**src/rtl/sd_fifo_bx_if.sv**
```systemverilog
// sd_fifo_bx_if: producer/consumer handshake bundle for sd_fifo_bx.
// Valid/ready rule for both sides: a beat moves on a rising clk edge
// exactly when srdy and drdy are both high. srdy and its data are held
// until that edge. drdy never depends on srdy within the same cycle.
// commit/abort are sampled on every edge, whether or not a beat moves.
interface sd_fifo_bx_if #(
  parameter int width = 8,
  parameter int depth = 16
);
  localparam int asz = $clog2(depth);

  logic             c_srdy;
  logic             c_drdy;
  logic             c_commit;
  logic             c_abort;
  logic [width-1:0] c_data;
  logic             p_srdy;
  logic             p_drdy;
  logic             p_commit;
  logic             p_abort;
  logic [width-1:0] p_data;
  logic [asz:0]     c_usage;
  logic [asz:0]     p_usage;
  logic             c_afull;

  // FIFO side
  modport slave (
    input  c_srdy, c_commit, c_abort, c_data,
    input  p_drdy, p_commit, p_abort,
    output c_drdy, p_srdy, p_data, c_usage, p_usage, c_afull
  );

  // producer/consumer side
  modport master (
    output c_srdy, c_commit, c_abort, c_data,
    output p_drdy, p_commit, p_abort,
    input  c_drdy, p_srdy, p_data, c_usage, p_usage, c_afull
  );
endinterface

```
**src/rtl/sd_fifo_bx.sv**
```systemverilog
// sd_fifo_bx: transactional srdy/drdy FIFO. The write side can commit or
// drop a packet in progress; the read side can commit or rewind and replay.
// Four wrap-bit pointers: wr_ptr (next write), cwr_ptr (end of committed
// data), rd_ptr (next read), crd_ptr (start of unreleased data).
// Valid/ready rule: a beat moves on a rising clk edge exactly when srdy and
// drdy are both high; c_drdy and p_srdy are pure functions of registered
// pointers, so neither depends on the other side's handshake that cycle.
module sd_fifo_bx #(
  parameter int width     = 8,
  parameter int depth     = 16,
  parameter int commit_wr = 1,
  parameter int commit_rd = 1,
  parameter int afull_thr = depth - 2,
  parameter int asz       = $clog2(depth)
) (
  input logic           clk,
  input logic           reset,
  sd_fifo_bx_if.slave   io
);

  localparam logic [asz:0] depth_p = (asz+1)'(depth);
  localparam logic [asz:0] afull_p = (asz+1)'(afull_thr);

  logic [width-1:0] mem [depth];

  logic [asz:0] wr_ptr, cwr_ptr, rd_ptr, crd_ptr;
  logic [asz:0] wr_ptr_nxt, cwr_ptr_nxt, rd_ptr_nxt, crd_ptr_nxt;
  logic [asz:0] c_usage_w, p_usage_w;
  logic         c_drdy_w, p_srdy_w;
  logic         wr_en, rd_en;

  // Space is only returned by a read commit, so fullness is measured
  // against crd_ptr; readability is measured against committed writes.
  assign c_usage_w = wr_ptr - crd_ptr;
  assign p_usage_w = cwr_ptr - rd_ptr;
  assign c_drdy_w  = (c_usage_w != depth_p);
  assign p_srdy_w  = (cwr_ptr != rd_ptr);
  assign wr_en     = io.c_srdy & c_drdy_w;
  assign rd_en     = p_srdy_w & io.p_drdy;

  assign io.c_drdy  = c_drdy_w;
  assign io.p_srdy  = p_srdy_w;
  assign io.c_usage = c_usage_w;
  assign io.p_usage = p_usage_w;
  assign io.c_afull = (c_usage_w >= afull_p);
  assign io.p_data  = mem[rd_ptr[asz-1:0]];

  // Write side next pointers: abort beats commit; non-transactional mode
  // keeps the committed pointer locked to the write pointer.
  always_comb begin
    wr_ptr_nxt  = wr_ptr + {{asz{1'b0}}, wr_en};
    cwr_ptr_nxt = cwr_ptr;
    if (commit_wr == 0) begin
      cwr_ptr_nxt = wr_ptr_nxt;
    end else if (io.c_abort) begin
      wr_ptr_nxt = cwr_ptr;
    end else if (io.c_commit) begin
      cwr_ptr_nxt = wr_ptr_nxt;
    end
  end

  // Read side next pointers: abort rewinds to the last read commit and
  // beats commit; non-transactional mode releases every delivered beat.
  always_comb begin
    rd_ptr_nxt  = rd_ptr + {{asz{1'b0}}, rd_en};
    crd_ptr_nxt = crd_ptr;
    if (commit_rd == 0) begin
      crd_ptr_nxt = rd_ptr_nxt;
    end else if (io.p_abort) begin
      rd_ptr_nxt = crd_ptr;
    end else if (io.p_commit) begin
      crd_ptr_nxt = rd_ptr_nxt;
    end
  end

  // Pointer registers; reset empties the FIFO and loses all contents.
  always_ff @(posedge clk or posedge reset) begin
    if (reset) begin
      wr_ptr  <= '0;
      cwr_ptr <= '0;
      rd_ptr  <= '0;
      crd_ptr <= '0;
    end else begin
      wr_ptr  <= wr_ptr_nxt;
      cwr_ptr <= cwr_ptr_nxt;
      rd_ptr  <= rd_ptr_nxt;
      crd_ptr <= crd_ptr_nxt;
    end
  end

  // Storage write; a beat dropped by abort lands above cwr_ptr and is
  // simply overwritten later.
  always_ff @(posedge clk) begin
    if (wr_en) begin
      mem[wr_ptr[asz-1:0]] <= io.c_data;
    end
  end

endmodule

```
**src/flat_wrapper.sv**
```systemverilog
// flat-port wrapper written by rule: the top's interface ports become plain ports
module sd_fifo_bx_flat 
#(
  parameter int width     = 8,
  parameter int depth     = 16,
  parameter int commit_wr = 1,
  parameter int commit_rd = 1,
  parameter int afull_thr = depth - 2,
  parameter int asz       = $clog2(depth)
)
  (clk, reset, io_c_srdy, io_c_commit, io_c_abort, io_c_data, io_p_drdy, io_p_commit, io_p_abort, io_c_drdy, io_p_srdy, io_p_data, io_c_usage, io_p_usage, io_c_afull);
  sd_fifo_bx_if #(.width(width), .depth(depth)) io_i ();
  input logic clk;
  input logic reset;
  input wire logic [$bits(io_i.c_srdy)-1:0] io_c_srdy;
  input wire logic [$bits(io_i.c_commit)-1:0] io_c_commit;
  input wire logic [$bits(io_i.c_abort)-1:0] io_c_abort;
  input wire logic [$bits(io_i.c_data)-1:0] io_c_data;
  input wire logic [$bits(io_i.p_drdy)-1:0] io_p_drdy;
  input wire logic [$bits(io_i.p_commit)-1:0] io_p_commit;
  input wire logic [$bits(io_i.p_abort)-1:0] io_p_abort;
  output wire logic [$bits(io_i.c_drdy)-1:0] io_c_drdy;
  output wire logic [$bits(io_i.p_srdy)-1:0] io_p_srdy;
  output wire logic [$bits(io_i.p_data)-1:0] io_p_data;
  output wire logic [$bits(io_i.c_usage)-1:0] io_c_usage;
  output wire logic [$bits(io_i.p_usage)-1:0] io_p_usage;
  output wire logic [$bits(io_i.c_afull)-1:0] io_c_afull;
  assign io_i.c_srdy = io_c_srdy;
  assign io_i.c_commit = io_c_commit;
  assign io_i.c_abort = io_c_abort;
  assign io_i.c_data = io_c_data;
  assign io_i.p_drdy = io_p_drdy;
  assign io_i.p_commit = io_p_commit;
  assign io_i.p_abort = io_p_abort;
  assign io_c_drdy = io_i.c_drdy;
  assign io_p_srdy = io_i.p_srdy;
  assign io_p_data = io_i.p_data;
  assign io_c_usage = io_i.c_usage;
  assign io_p_usage = io_i.p_usage;
  assign io_c_afull = io_i.c_afull;
  sd_fifo_bx #(.width(width), .depth(depth), .commit_wr(commit_wr), .commit_rd(commit_rd), .afull_thr(afull_thr), .asz(asz)) u_core (.clk(clk), .reset(reset), .io(io_i));
endmodule
```
**config.mk**
```make
export PLATFORM = sky130hd
export DESIGN_NAME = sd_fifo_bx_flat
export DESIGN_NICKNAME = d
export VERILOG_FILES = /design/src/rtl/sd_fifo_bx_if.sv /design/src/rtl/sd_fifo_bx.sv /design/src/flat_wrapper.sv
export SDC_FILE = /design/constraint.sdc
export NUM_CORES = 1
export LEC_CHECK = 0
export ABC_CLOCK_PERIOD_IN_PS = 3200
export CORE_ASPECT_RATIO = 0.5
export CORE_UTILIZATION = 59
export CTS_CLUSTER_DIAMETER = 40
export DETAILED_ROUTE_END_ITERATION = 10
export PLACE_DENSITY = 0.87
export REMOVE_ABC_BUFFERS = 1
export SYNTH_ARGS = -nofsm -noshare
export SYNTH_HDL_FRONTEND = slang
export SYNTH_SLANG_ARGS = --single-unit
```
**constraint.sdc**
```tcl
create_clock -name clk -period 3.2 [get_ports clk]
set_input_delay 0.64 -clock clk [delete_from_list [all_inputs] [get_ports clk]]
set_output_delay 0.64 -clock clk [all_outputs]
set_load 0.03 [all_outputs]
```
==> flow_metrics.py <==
metrics = {
    "sta": {
        "setup_viol": 0,
        "fin_crit_ns": 3.116,
        "drv_slew": 0,
        "relSlewSlack_pct": 47.12,
        "hold_viol_final": 0,
        "skew_ns": 0.005815,
        "tightest_slew_ns": 0.7923,
        "max_freq_mhz": 320.9,
        "period_share_pct": 97.37,
        "hold_slack_ns": 0.4869,
    },
    "min_path": {
        "min-delay-path-class": "flop to flop",
        "min_path_cells": 2,
    },
    "die": {
        "io_pins": 37,
        "die-area_mm2": 0.01127,
        "rows": 26,
        "dieHeight_um": 75.57,
        "die_w_um": 149.1,
        "initial_core_util_pct": 61.54,
        "core_area_mm2": 0.01038,
    },
    "clock_network": {
        "clockRootBuffer": "clkbuf_16",
        "htree_levels": 4,
        "numClockSinks": 148,
        "ctsHoldBuffers": 0,
        "clock_latency_ns": 0.43,
        "max-clock-path-buffers": 2,
        "cts_tree": "built",
        "cts.clk_slew.worst_paths_ns": 0.06,
        "cts_buffers": 17,
    },
    "drt": {
        "routed-via-count": 3699,
        "ant_nets": 0,
        "totalWireLength_um": 14310,
        "vias_per_cell": 6.367,
        "first_pass_iters": 6,
        "wl_per_cell_um": 24.62,
        "drc": 0,
        "drtIter0Drc": 503,
    },
    "final_layout": {
        "n_antenna_cell": 0,
        "final_net_count": 458,
        "syn_to_final_growth_pct": 19.98,
        "drive_gt1_share_pct": 24.49,
        "fill_cells": 572,
    },
    "critical_path": {
        "arrival_ns": 2.48,
        "end_kind": "output port",
        "required_ns": 2.56,
        "critPathKind": "flop to output port",
        "worstPathMaxFanout": 18,
        "worstRegToRegCells": 13,
        "cp-start-kind": "flop",
    },
    "placement": {
        "hpwl_um": 8765,
        "io_buffers": 36,
        "globalplace.congestion": 0.9166,
    },
    "grt": {
        "grtUsageMet2_pct": 44.96,
        "gr-usage-met1_pct": 37.69,
        "antenna_found_initial": 0,
        "grt_util_met3_pct": 7.246,
        "grt_pass1_vias": 3724,
        "grt_max_degree": 33,
        "overflow": 0,
        "grt-busiest-layer": "met2",
        "grt_usage_pct": 28.02,
        "grt_pass1_wl_um": 21710,
    },
    "yosys": {
        "yosys.area.top_type": "edfxtp_1",
        "yosysWarningCount": 0,
        "syn_avg_cell_area_um2": 17.69,
        "synth_top_area_share_pct": 60.19,
        "syn_area_mm2": 0.006386,
        "postSynthCellCount": 361,
        "synth_area_leaders": "edfxtp_1 (60%), dfrtp_1 (7.8%), mux4_2 (6.3%)",
        "synth_cell_types": 31,
        "ys_seq_area_share_pct": 68.03,
        "ys_ff_latch": 148,
    },
    "job": {
        "drv_cap": 0,
    },
    "outcome": {
        "outcome": "complete, no violations",
    },
}
-- state kept, by name (all words and copies together), names as in the netlist --
signal,count
u_core.rd_ptr,5
u_core.cwr_ptr,5
u_core.mem,128
u_core.wr_ptr,5
u_core.crd_ptr,5
-- stage by stage --
stage | cell area (um^2) | utilization [%] | TNS [ns] | cells | worst slack (ns)
6_report | 7662 | 73.84 | 0 | 581 | 0.08414
5_1_grt | 7662 | 73.84 | -0.04271 | 581 | -0.04271
4_1_cts | 7614 | 73.37 | 0 | 578 | 0.0006100
3_5_place_dp | 7028 | 67.72 | 0 | 546 | 0.2691
3_3_place_gp | 7028 | 67.72 | 0 | 546 | 0.3733
2_1_floorplan | 6246 | - | -1.636 | 341 | -0.2224
-- worst max-delay path: stages, from the launching register on --
cell	delay, ns
dfrtp_1	0.39
inv_1	0.13
ha_4	0.24
nor2b_1	0.14
a221oi_2	0.26
xor2_1	0.36
buf_6	0.23
o21bai_1	0.10
buf_4	0.17
-- synthesized netlist by cell type, drive strengths merged --
cell and count:
a221oi 1, edfxtp 128, o21ai 2, mux2 16
nand4 4, dfrtp 20, nor2 10, o21bai 1
clkbuf 9, a21o 2, mux4 32, nor3 1
nand2b 3, and2 3, nand2 14, xor2 5
a21oi 3, a31oi 17, fa 2, nor2b 3
nand3 16, buf 11, mux2i 2, xnor2 9
a22oi 16, inv 19, ha 12
-- cell families after synthesis --
| logic type | after synthesis | synth area share, % |
|---|---|---|
| AO/OA/AOI/OAI | 42 | 4.428 |
| AND/OR/NAND/NOR | 54 | 4.095 |
| buffers and inverters | 39 | 3.311 |
| XOR/XNOR | 14 | 1.920 |
| adder cells (fa/ha/maj) | 14 | 2.978 |
| flip-flops | 148 | 68.03 |
| multiplexers | 50 | 15.24 |
-- area by class of cell --
type | count | area (um^2) | share of cell area (%)
sequential | 148 | 4345 | 56.71
multi-input combinational | 174 | 1854 | 24.20
timing repair buffer | 68 | 618.1 | 8.067
clock buffer | 17 | 425.4 | 5.552
tap | 140 | 175.2 | 2.286
clock inverter | 15 | 172.7 | 2.253
inverter | 19 | 71.32 | 0.9308
-- cell usage in the layout, fill, tap and decap left out, types with 16 or more instances in the layout --
cell type,instances
mux4_2,18
a31oi_1,17
edfxtp_1,128
clkdlybuf4s50_1,21
inv_1,19
buf_4,31
clkbuf_16,17
mux2_2,16
dfrtp_1,19
nand3_1,16
-- final timing paths --
kind / from / to / slack (ns)
min: u_core.crd_ptr[3] / u_core.crd_ptr[3] / 0.49
min in group asynchronous: reset / u_core.crd_ptr[4] / 0.66
max reg2reg: u_core.crd_ptr[0] / u_core.cwr_ptr[4] / 0.20
min reg2reg: u_core.crd_ptr[3] / u_core.crd_ptr[3] / 0.49
max: u_core.crd_ptr[2] / io_c_afull / 0.08
max in group asynchronous: reset / u_core.rd_ptr[0] / 1.99
-- per-layer routing --
metal / part of all wire [%] / vias to the layer above
met3: 8.7 / 32
met4: 2.1 / 0
met2: 49 / 261
li1: - / 1574
met1: 41 / 1832
met5: 0 / -
-- timing repair --
item | CTS | global route
pin swaps | 0 | 1
setup buffers | 0 | 3
resized for setup | 10 | 10
endpoints found under the setup margin | 10 | 4
Power is left out: the tool's default activity adds up to more than one toggle a clock period on the data nets, which glitch-free logic cannot reach.
==> variant, RTL diff (same flow settings) <==
`depth` is set to 16 in 3 places; all go to 8.
--- a/src/rtl/sd_fifo_bx_if.sv
+++ b/src/rtl/sd_fifo_bx_if.sv
@@ -5,7 +5,7 @@
 // commit/abort are sampled on every edge, whether or not a beat moves.
 interface sd_fifo_bx_if #(
   parameter int width = 8,
-  parameter int depth = 16
+  parameter int depth = 8
 );
   localparam int asz = $clog2(depth);
 
--- a/src/rtl/sd_fifo_bx.sv
+++ b/src/rtl/sd_fifo_bx.sv
@@ -7,7 +7,7 @@
 // pointers, so neither depends on the other side's handshake that cycle.
 module sd_fifo_bx #(
   parameter int width     = 8,
-  parameter int depth     = 16,
+  parameter int depth     = 8,
   parameter int commit_wr = 1,
   parameter int commit_rd = 1,
   parameter int afull_thr = depth - 2,
--- a/src/flat_wrapper.sv
+++ b/src/flat_wrapper.sv
@@ -2,7 +2,7 @@
 module sd_fifo_bx_flat 
 #(
   parameter int width     = 8,
-  parameter int depth     = 16,
+  parameter int depth     = 8,
   parameter int commit_wr = 1,
   parameter int commit_rd = 1,
   parameter int afull_thr = depth - 2,
Ports: changed (resized io_c_usage and io_p_usage); port bits go from 37 to 35. No check against the original RTL was run, so the function may have changed too.
==> variant against the unedited design <==
Critical endpoint is now io_c_usage[3]. Synthesized area is 45% lower. Synthesized cell count decreased by 42%. Sequential cell count is 68 lower. Hold slack better by 0.061 ns. Final area is 45% lower. Global-route usage down 1.5 points. Sequential share of layout area fell by 2.0 points. Maximum frequency is 0.19% lower. Via count decreased by 46%. Setup slack got worse by 0.0060 ns. Wire length decreased by 49%. Critical path type unchanged. Largest cell class unchanged.
Power is not shown: default switching activity piles up to over one toggle a cycle in this logic, so the estimate is an artifact.
==> variant: results (changes against the unedited design) <==
Final layout
  • Layout cells sized above 1: 21.13% (was 24.49%)
  • Fillers: 290 (was 572)
  • Largest register FFs: 64 (was 128)

Clock tree
  • Post_cts resized: 1 (was 10)
  • Total CTS buffers: 9 (was 17)
  • H-Tree Depth: 3 (was 4)

Timing
  • Slew @ Worst Pin: 0.6173 ns (was 0.7923 ns)
  • Clock skew: 0.004635 ns (was 0.005815 ns)

Routing
  • Final WL: 7.239 mm (was 14.31 mm)
  • 1st-pass router iterations: 5 (was 6)
  • Routed WL per cell: 21.42 um (was 24.62 um)

Placement
  • Dpl cells: 323 (was 546)
  • GPL Wtd Cong: 0.8239 (was 0.9166)
  • HPWL after DPL: 4.575 mm (was 8.765 mm)
  • Port-buffer cells: 34 (was 36)
  • Pre-CTS setup slack: 0.2160 ns (was 0.2691 ns)

Run status
  • Status: completed (unchanged)

Synthesis
  • Synth Area in Adders: 4.736% (was 2.978%)
  • Top cells by area, synth: edfxtp_1 55%, dfrtp_1 11%, mux4_2 8.4%, mux2_2 4.5%, ha_1 3.6% (was edfxtp_1 60%, dfrtp_1 7.8%, mux4_2 6.3%, mux4_1 5.8%, mux2_2 2.8%)
  • Syn Inst Count: 209 (was 361)
  • Post-synth EDFFs: 64 (was 128)
  • Multiplexer share of the synthesized area: 15.18% (was 15.24%)
  • Top post-synthesis cells by count: 64 x edfxtp_1, 27 x nand2_1, 16 x dfrtp_1, 14 x mux2_2 (was 128 x edfxtp_1, 20 x dfrtp_1, 19 x inv_1, 18 x mux4_2, 17 x a31oi_1)
  • Seq/Total Area, Yosys: 66.59% (was 68.03%)
  • Synth Area in Compound Gates: 1.184% (was 4.428%)

Worst setup path
  • CP max FO: 5 (was 18)
  • Crit path capture: io_c_usage[3] (was io_c_afull)
  • Slowest-stage cell, CP: clkdlybuf4s50_1 (was dfrtp_1)
  • R2r worst-path depth: 12 (was 13)

GRT
  • Largest net degree at the start of global routing: 17 (was 33)
  • Vias in the first global route: 2,197 (was 3,724)
  • First-pass GRT wire length: 11.66 mm (was 21.71 mm)

Min path
  • Hold Path End: u_core.cwr_ptr[0] (was u_core.crd_ptr[3])
-- variant: cell types whose count changed in the layout (fill, tap and decap cells not counted), sizes merged, moves of 13 or more --
| cell | unedited run | this run |
|---|---|---|
| a31oi | 17 | 0 |
| buf | 36 | 13 |
| inv | 26 | 13 |
| nand2 | 14 | 27 |
| a22oi | 16 | 0 |
| nand3 | 16 | 3 |
| mux4 | 32 | 16 |
| edfxtp | 128 | 64 |
-- variant: final cells by class --
cell class              count  area (um2)  area share (%)
flip-flops and latches     80        2322           54.70
multi-input cells         109        1064           25.05
repair buffers             47       435.4           10.26
clock buffers              12       236.5           5.570
well taps                  73       91.34           2.151
inverters                  14       52.55           1.238
clock inverters             3       43.79           1.032
-- variant: metal layers --
metal / GRT usage (%) / share of wire [%]
met2: 46.50 / 51
met4: 13.52 / 3.3
met1: 30.28 / 39
met3: 7.775 / 6.5
met5: 0 / 0
